$ cat src/rtl/lsu_mem_port.sv
`default_nettype none
// ============================================================================
//  Module      : lsu_mem_port
//  Description : Load/store initiator for one byte-lane memory port. Splits
//                word-crossing accesses into two beats and realigns loads.
//  Revision    : 1.0  initial release
// ============================================================================
module lsu_mem_port #(
    parameter  int MEM_SIZE = 8192,
    localparam int ADDR_W   = $clog2(MEM_SIZE)
) (
    input  logic              clk,
    input  logic              rst_n,
    input  logic              req_valid,
    output logic              req_ready,
    input  logic              req_we,
    input  logic [1:0]        req_size,
    input  logic              req_unsigned,
    input  logic [31:0]       req_addr,
    input  logic [31:0]       req_wdata,
    output logic              resp_valid,
    output logic              resp_err,
    output logic [31:0]       resp_rdata,
    output logic [ADDR_W-1:0] mem_addr,
    output logic [31:0]       mem_wdata,
    output logic [3:0]        mem_data_en,
    output logic              mem_write_en,
    input  logic [31:0]       mem_rdata
);

    localparam int WORD_W = ADDR_W - 2;

    typedef enum logic [2:0] {
        S_IDLE  = 3'd0,
        S_BEAT0 = 3'd1,
        S_BEAT1 = 3'd2,
        S_WAIT  = 3'd3,
        S_RESP  = 3'd4
    } state_t;

    state_t              r_state;
    logic                r_we;
    logic [1:0]          r_size;
    logic                r_unsigned;
    logic [1:0]          r_off;
    logic                r_split;
    logic [WORD_W-1:0]   r_word;
    logic [3:0]          r_en_hi;
    logic [31:0]         r_wdata_hi;
    logic [31:0]         r_beat0;

    logic                w_accept;
    logic                w_err;
    logic                w_split;
    logic [1:0]          w_off;
    logic [WORD_W-1:0]   w_word;
    logic [WORD_W-1:0]   w_word_next;
    logic [3:0]          w_mask;
    logic [2:0]          w_bytes;
    logic [7:0]          w_en_wide;
    logic [63:0]         w_wdata_wide;
    logic [63:0]         w_ld_cat;
    logic [31:0]         w_ld_low;
    logic [31:0]         w_ld_data;

    assign w_accept    = req_valid && req_ready;
    assign w_word_next = r_word + WORD_W'(1);

    // Request decode: the upper nibble/word of the shifted values is beat 1.
    always_comb begin
        w_off   = req_addr[1:0];
        w_word  = req_addr[ADDR_W-1:2];
        w_mask  = 4'b0001;
        w_bytes = 3'd1;
        case (req_size)
            2'b01: begin
                w_mask  = 4'b0011;
                w_bytes = 3'd2;
            end
            2'b10: begin
                w_mask  = 4'b1111;
                w_bytes = 3'd4;
            end
            default: ;
        endcase
        w_err        = (req_size == 2'b11) || ((req_addr >> ADDR_W) != 32'd0);
        w_split      = (({1'b0, w_off} + w_bytes) > 3'd4);
        w_en_wide    = {4'b0000, w_mask} << w_off;
        w_wdata_wide = {32'd0, req_wdata} << {w_off, 3'b000};
    end

    always_comb begin
        w_ld_cat = r_split ? {mem_rdata, r_beat0} : {32'd0, mem_rdata};
        w_ld_low = 32'(w_ld_cat >> {r_off, 3'b000});
        case (r_size)
            2'b00:   w_ld_data = r_unsigned ? {24'd0, w_ld_low[7:0]}
                                            : {{24{w_ld_low[7]}}, w_ld_low[7:0]};
            2'b01:   w_ld_data = r_unsigned ? {16'd0, w_ld_low[15:0]}
                                            : {{16{w_ld_low[15]}}, w_ld_low[15:0]};
            default: w_ld_data = w_ld_low;
        endcase
    end

    always_ff @(posedge clk or negedge rst_n) begin
        if (!rst_n) begin
            r_state      <= S_IDLE;
            r_we         <= 1'b0;
            r_size       <= 2'b00;
            r_unsigned   <= 1'b0;
            r_off        <= 2'b00;
            r_split      <= 1'b0;
            r_word       <= '0;
            r_en_hi      <= 4'b0000;
            r_wdata_hi   <= 32'd0;
            r_beat0      <= 32'd0;
            req_ready    <= 1'b0;
            resp_valid   <= 1'b0;
            resp_err     <= 1'b0;
            resp_rdata   <= 32'd0;
            mem_addr     <= '0;
            mem_wdata    <= 32'd0;
            mem_data_en  <= 4'b0000;
            mem_write_en <= 1'b0;
        end else begin
            resp_valid <= 1'b0;
            resp_err   <= 1'b0;
            resp_rdata <= 32'd0;
            case (r_state)
                // Ready is held in the response cycle, so RESP accepts like IDLE.
                S_IDLE, S_RESP: begin
                    mem_write_en <= 1'b0;
                    mem_data_en  <= 4'b0000;
                    req_ready    <= 1'b1;
                    r_state      <= S_IDLE;
                    if (w_accept) begin
                        if (w_err) begin
                            resp_valid <= 1'b1;
                            resp_err   <= 1'b1;
                            r_state    <= S_RESP;
                        end else begin
                            r_we         <= req_we;
                            r_size       <= req_size;
                            r_unsigned   <= req_unsigned;
                            r_off        <= w_off;
                            r_split      <= w_split;
                            r_word       <= w_word;
                            r_en_hi      <= w_en_wide[7:4];
                            r_wdata_hi   <= w_wdata_wide[63:32];
                            req_ready    <= 1'b0;
                            mem_addr     <= {w_word, 2'b00};
                            mem_data_en  <= w_en_wide[3:0];
                            mem_wdata    <= w_wdata_wide[31:0];
                            mem_write_en <= req_we;
                            r_state      <= S_BEAT0;
                        end
                    end
                end
                S_BEAT0: begin
                    if (r_split) begin
                        mem_addr     <= {w_word_next, 2'b00};
                        mem_data_en  <= r_en_hi;
                        mem_wdata    <= r_wdata_hi;
                        mem_write_en <= r_we;
                        r_state      <= S_BEAT1;
                    end else begin
                        mem_write_en <= 1'b0;
                        mem_data_en  <= 4'b0000;
                        if (r_we) begin
                            resp_valid <= 1'b1;
                            req_ready  <= 1'b1;
                            r_state    <= S_RESP;
                        end else begin
                            r_state <= S_WAIT;
                        end
                    end
                end
                S_BEAT1: begin
                    mem_write_en <= 1'b0;
                    mem_data_en  <= 4'b0000;
                    if (r_we) begin
                        resp_valid <= 1'b1;
                        req_ready  <= 1'b1;
                        r_state    <= S_RESP;
                    end else begin
                        // Read data for beat 0 arrives while beat 1 is on the bus.
                        r_beat0 <= mem_rdata;
                        r_state <= S_WAIT;
                    end
                end
                S_WAIT: begin
                    resp_valid <= 1'b1;
                    resp_rdata <= w_ld_data;
                    req_ready  <= 1'b1;
                    r_state    <= S_RESP;
                end
                default: r_state <= S_IDLE;
            endcase
        end
    end

endmodule
`default_nettype wire

$ cat config.mk
export PLATFORM = sky130hd
export DESIGN_NAME = lsu_mem_port
export DESIGN_NICKNAME = d
export VERILOG_FILES = /design/src/rtl/lsu_mem_port.sv
export SDC_FILE = /design/constraint.sdc
export NUM_CORES = 1
export LEC_CHECK = 0
export ABC_AREA = 1
export BUFFER_PORTS_ARGS = -buffer_cell sky130_fd_sc_hd__buf_2
export CAP_MARGIN = 20
export CORE_AREA = 4 4 169 171
export CTS_CLUSTER_SIZE = 12
export DETAILED_ROUTE_END_ITERATION = 7
export DIE_AREA = 0 0 173 175
export PLACE_DENSITY = 0.56
export SYNTH_ARGS = -nofsm -noshare
export SYNTH_HDL_FRONTEND = slang
export SYNTH_SLANG_ARGS = --single-unit
$ cat constraint.sdc
create_clock -name clk -period 2.8 [get_ports clk]
set_input_delay 0.56 -clock clk [delete_from_list [all_inputs] [get_ports clk]]
set_output_delay 0.56 -clock clk [all_outputs]
set_load 0.05 [all_outputs]
==> impl_results.md <==
- Post-CTS Resized: 0
- Core area: roughly 27000 um^2
- Power share of the clock group: 45.2%
- Pwr Total: approximately 5000 uW
- Metal-1 WL: between 10000 and 15000 um
- Worst-Margin Slew: 0.6830 ns
- CP Class: reg2reg
- Register area share after synthesis: a little over two fifths
- Hold Crit Class: in2async
- Area occupied by multi-input gates: around 4400 um^2
- Worst Skew: approximately 0.013 ns
- Startpoint Class: register
- Placer Congestion: roughly 0.86
- Ant diodes: 0
- Sw Ratio: between 20% and 30%
- DP HPWL: 19550 um
- Final net count: roughly 1600
- Post-layout util: around two fifths
- Die Wd: about 170 um
- Post-synthesis register bit count: between 150 and 200
- Mapped cell area: between 9000 and 10000 um^2
- Clk Latency, worst-skew pair: 0.43 ns
- CTS Buf Count: 17
- Status: completed
- Post-synth top area share: 43.58%
- Fillcell total: roughly 2800
- Post-route cell area: between 10000 and 15000 um^2
- Cells after Synth: around 1300
- Crit-path slowest cell: dfrtp_2
- ANT nets after route: 0
- Tmin final: between 2 and 2.5 ns
- Top Metal Used: met4
- Non-filler cells, final: between 1500 and 2000
- Total negative slack: 0 ns
- Largest cells by area after synthesis: dfrtp_1 44%, nand2_1 22%, nand3_1 6.4%, o21ai_0 6.0%, inv_1 4.3%
- Arrival @ worst endpoint: 2.31 ns
- Area after DPL: about 10000 um^2
- Max VDD drop: roughly 0.00035 V
- WL met2: approximately 13000 um
- Largest net degree at the start of global routing: 68
- Leak Pwr: 0.006342 uW
- Site Rows: 60
- Via-to-Cell Ratio: roughly 5
- Grt ovf: 0
- Starting DRC count in detailed routing: 747
- Vias: 8738
- Metal3 WL: approximately 1400 um
- Layout area overhead: 17.89%
- First-pass GRT wire length: 45150 um
- Final period util: a little over 70%
- Pwr per Cell Area: approximately 470 nW/um^2
- RSZ-0062 raised after global routing: false
- Total track usage: 18.33%
- Sequential standard cell area: 4055 um^2
- CTS Hold Buffers Added: 0
- Routed WL per cell: roughly 15 um
- Top_reg_cell synth: dfrtp_1
- Die area: between 30000 and 40000 um^2
- Ports: around 190
- Clock transition at the registers of the reported paths: around 0.070 ns
- Inst Count DP: between 1500 and 2000
- Critical Path RT: just over 3 ns
- EDFF count, synth: 0
- Synth unique cells: 38
- H-Tree Level Count: 4
- Combinational Power Share: around 8.4%
- Max clock buf depth: 2
- Psw: 1332 uW
- Die H: between 150 and 200 um
- Final Routed Wirelength: 27750 um
- Share of cells above drive strength 1: a little under a fifth
- Fraction of registers with async set/reset: 100.0%
- Clock Tree Root: clkbuf_16
- Int Power: 3771 uW
- Initial antenna violation count: 0
- CTS tree: built
- Slowest stage delay, CP: roughly 0.40 ns
- MaxCap Viol Count: 0
- CP endpoint kind: register
- Final Max Slew Viols: 0
- Critical path cell sequence: buf_4, nor2_2, inv_2, o21ai_2, inv_2, nand2_4, buf_4, o21ai_0
- Vias in the first global route: between 8000 and 9000
- Clock sinks: approximately 160
- Initial Util: 34.61%
- # DRC: 0
- Fmax: roughly 0.50 GHz
- Synth Area per Inst: about 7.2 um^2
- Post-CTS setup repair buffer count: 0
- Sequential Power Share: 46.3%
- Fin. Hold Viols: 0
- Drt first pass iters: 8
- CP Max Fanout: 67
- Buffers on Ports: 185
- Synth area leader: dfrtp_1
- Synth Warn #: 0
- Relative slew slack: 54.42%
- Final setup violation count: 0
==> sequential cells by signal (all words and copies together) (netlist names), 2 cells and up <==
signal,cells
r_off,2
r_word,11
resp_rdata,32
r_beat0,32
mem_wdata,32
r_state,3
r_size,2
r_en_hi,3
mem_data_en,4
mem_addr,11
r_wdata_hi,24
==> synth_stat cells (all sizes together), types with 6 or more instances <==
| library cell | count |
|---|---|
| clkbuf | 23 |
| nor2 | 43 |
| o211ai | 12 |
| o21ai | 113 |
| dfrtp | 162 |
| mux2 | 20 |
| ha | 6 |
| a211oi | 7 |
| nand3 | 120 |
| nand2 | 551 |
| inv | 113 |
| buf | 55 |
| a21oi | 50 |
==> power groups by stage <==
stage	Sequential (uW)	Combinational (uW)	Clock [uW]
after floorplan	2410	216	0
after global placement	2410	432	0
after detailed placement	2410	431	0
after CTS	2360	433	2370
after global routing	2370	490	2460
final	2360	429	2310
==> kinds of logic (layout without fill, tap and decap cells) <==
logic type | Yosys count | in the layout | synth area share, %
simple gates | 723 | 723 | 32.00
buf+inv | 192 | 350 | 9.457
compound gates | 187 | 187 | 10.68
flops | 162 | 162 | 43.58
mux | 20 | 20 | 3.027
fa+ha+maj | 7 | 7 | 1.022
xor+xnor | 2 | 2 | 0.1884
other cells | 1 | 2 | 0.04032
==> metal layers <==
layer | vias up | global-route usage, %
met5 | - | 0
met4 | 0 | 4.423
met3 | 22 | 2.899
met2 | 259 | 28.99
met1 | 4072 | 26.44
li1 | 4385 | -
==> critical path: cells and delay by family (launching register included) <==
kind / cells / cell delay (ns)
AOI/OAI and AO/OA: 2 / 0.20
buffers and inverters: 4 / 0.80
DFF: 1 / 0.40
and+or+nand+nor: 2 / 0.46
==> cell type report <==
type / count / share of cell area (%)
repair buffers: 204 / 10.14
well taps: 341 / 3.891
multi-input cells: 941 / 39.87
inverters: 114 / 3.937
clock buffers: 19 / 4.039
clock inverters: 13 / 1.141
flip-flops and latches: 162 / 36.98
==> cells in the final DEF, fill, tap and decap left out, types with 2 or more instances in the layout <==
master and instances:
nand4_1 2, inv_6 5, buf_4 16, inv_1 107
nor3_1 4, conb_1 2, o211ai_1 12, a21oi_1 50
clkinv_2 2, mux2_2 5, inv_2 5, nand2_1 546
buf_2 184, o21ai_0 112, nand3_1 119, nor2_1 36
dfrtp_1 161, nor2_2 4, ha_1 6, nor2_8 2
a211oi_1 7, nand2_2 3, a31oi_1 5, buf_12 3
mux2_4 15, clkbuf_16 17, clkinvlp_4 5
==> path summary, 6_finish.rpt <==
kind | end | startpoint | slack, ns | cells after the start
worst max-delay path | mem_wdata[2] | r_split | 0.78 | 8
worst min-delay path | r_beat0[0] | rst_n | 0.1 | 1
worst max register to register | mem_wdata[2] | r_split | 0.78 | 8
worst min register to register | mem_addr[6] | mem_addr[6] | 0.48 | 2
max in group asynchronous | r_wdata_hi[16] | rst_n | 1.98 | 2
min in group clk | r_word[0] | req_addr[2] | 0.35 | 3
==> metrics by stage <==
stage	hold WS (ns)	worst slack, ns
finish	0.09655	0.7846
detailed placement	0.4643	0.4661
global route	0.1374	0.5649
global placement	0.4632	0.4645
CTS	0.1102	0.7380
floorplan	0.2644	0.8423
(Power assumes the default switching activity.)
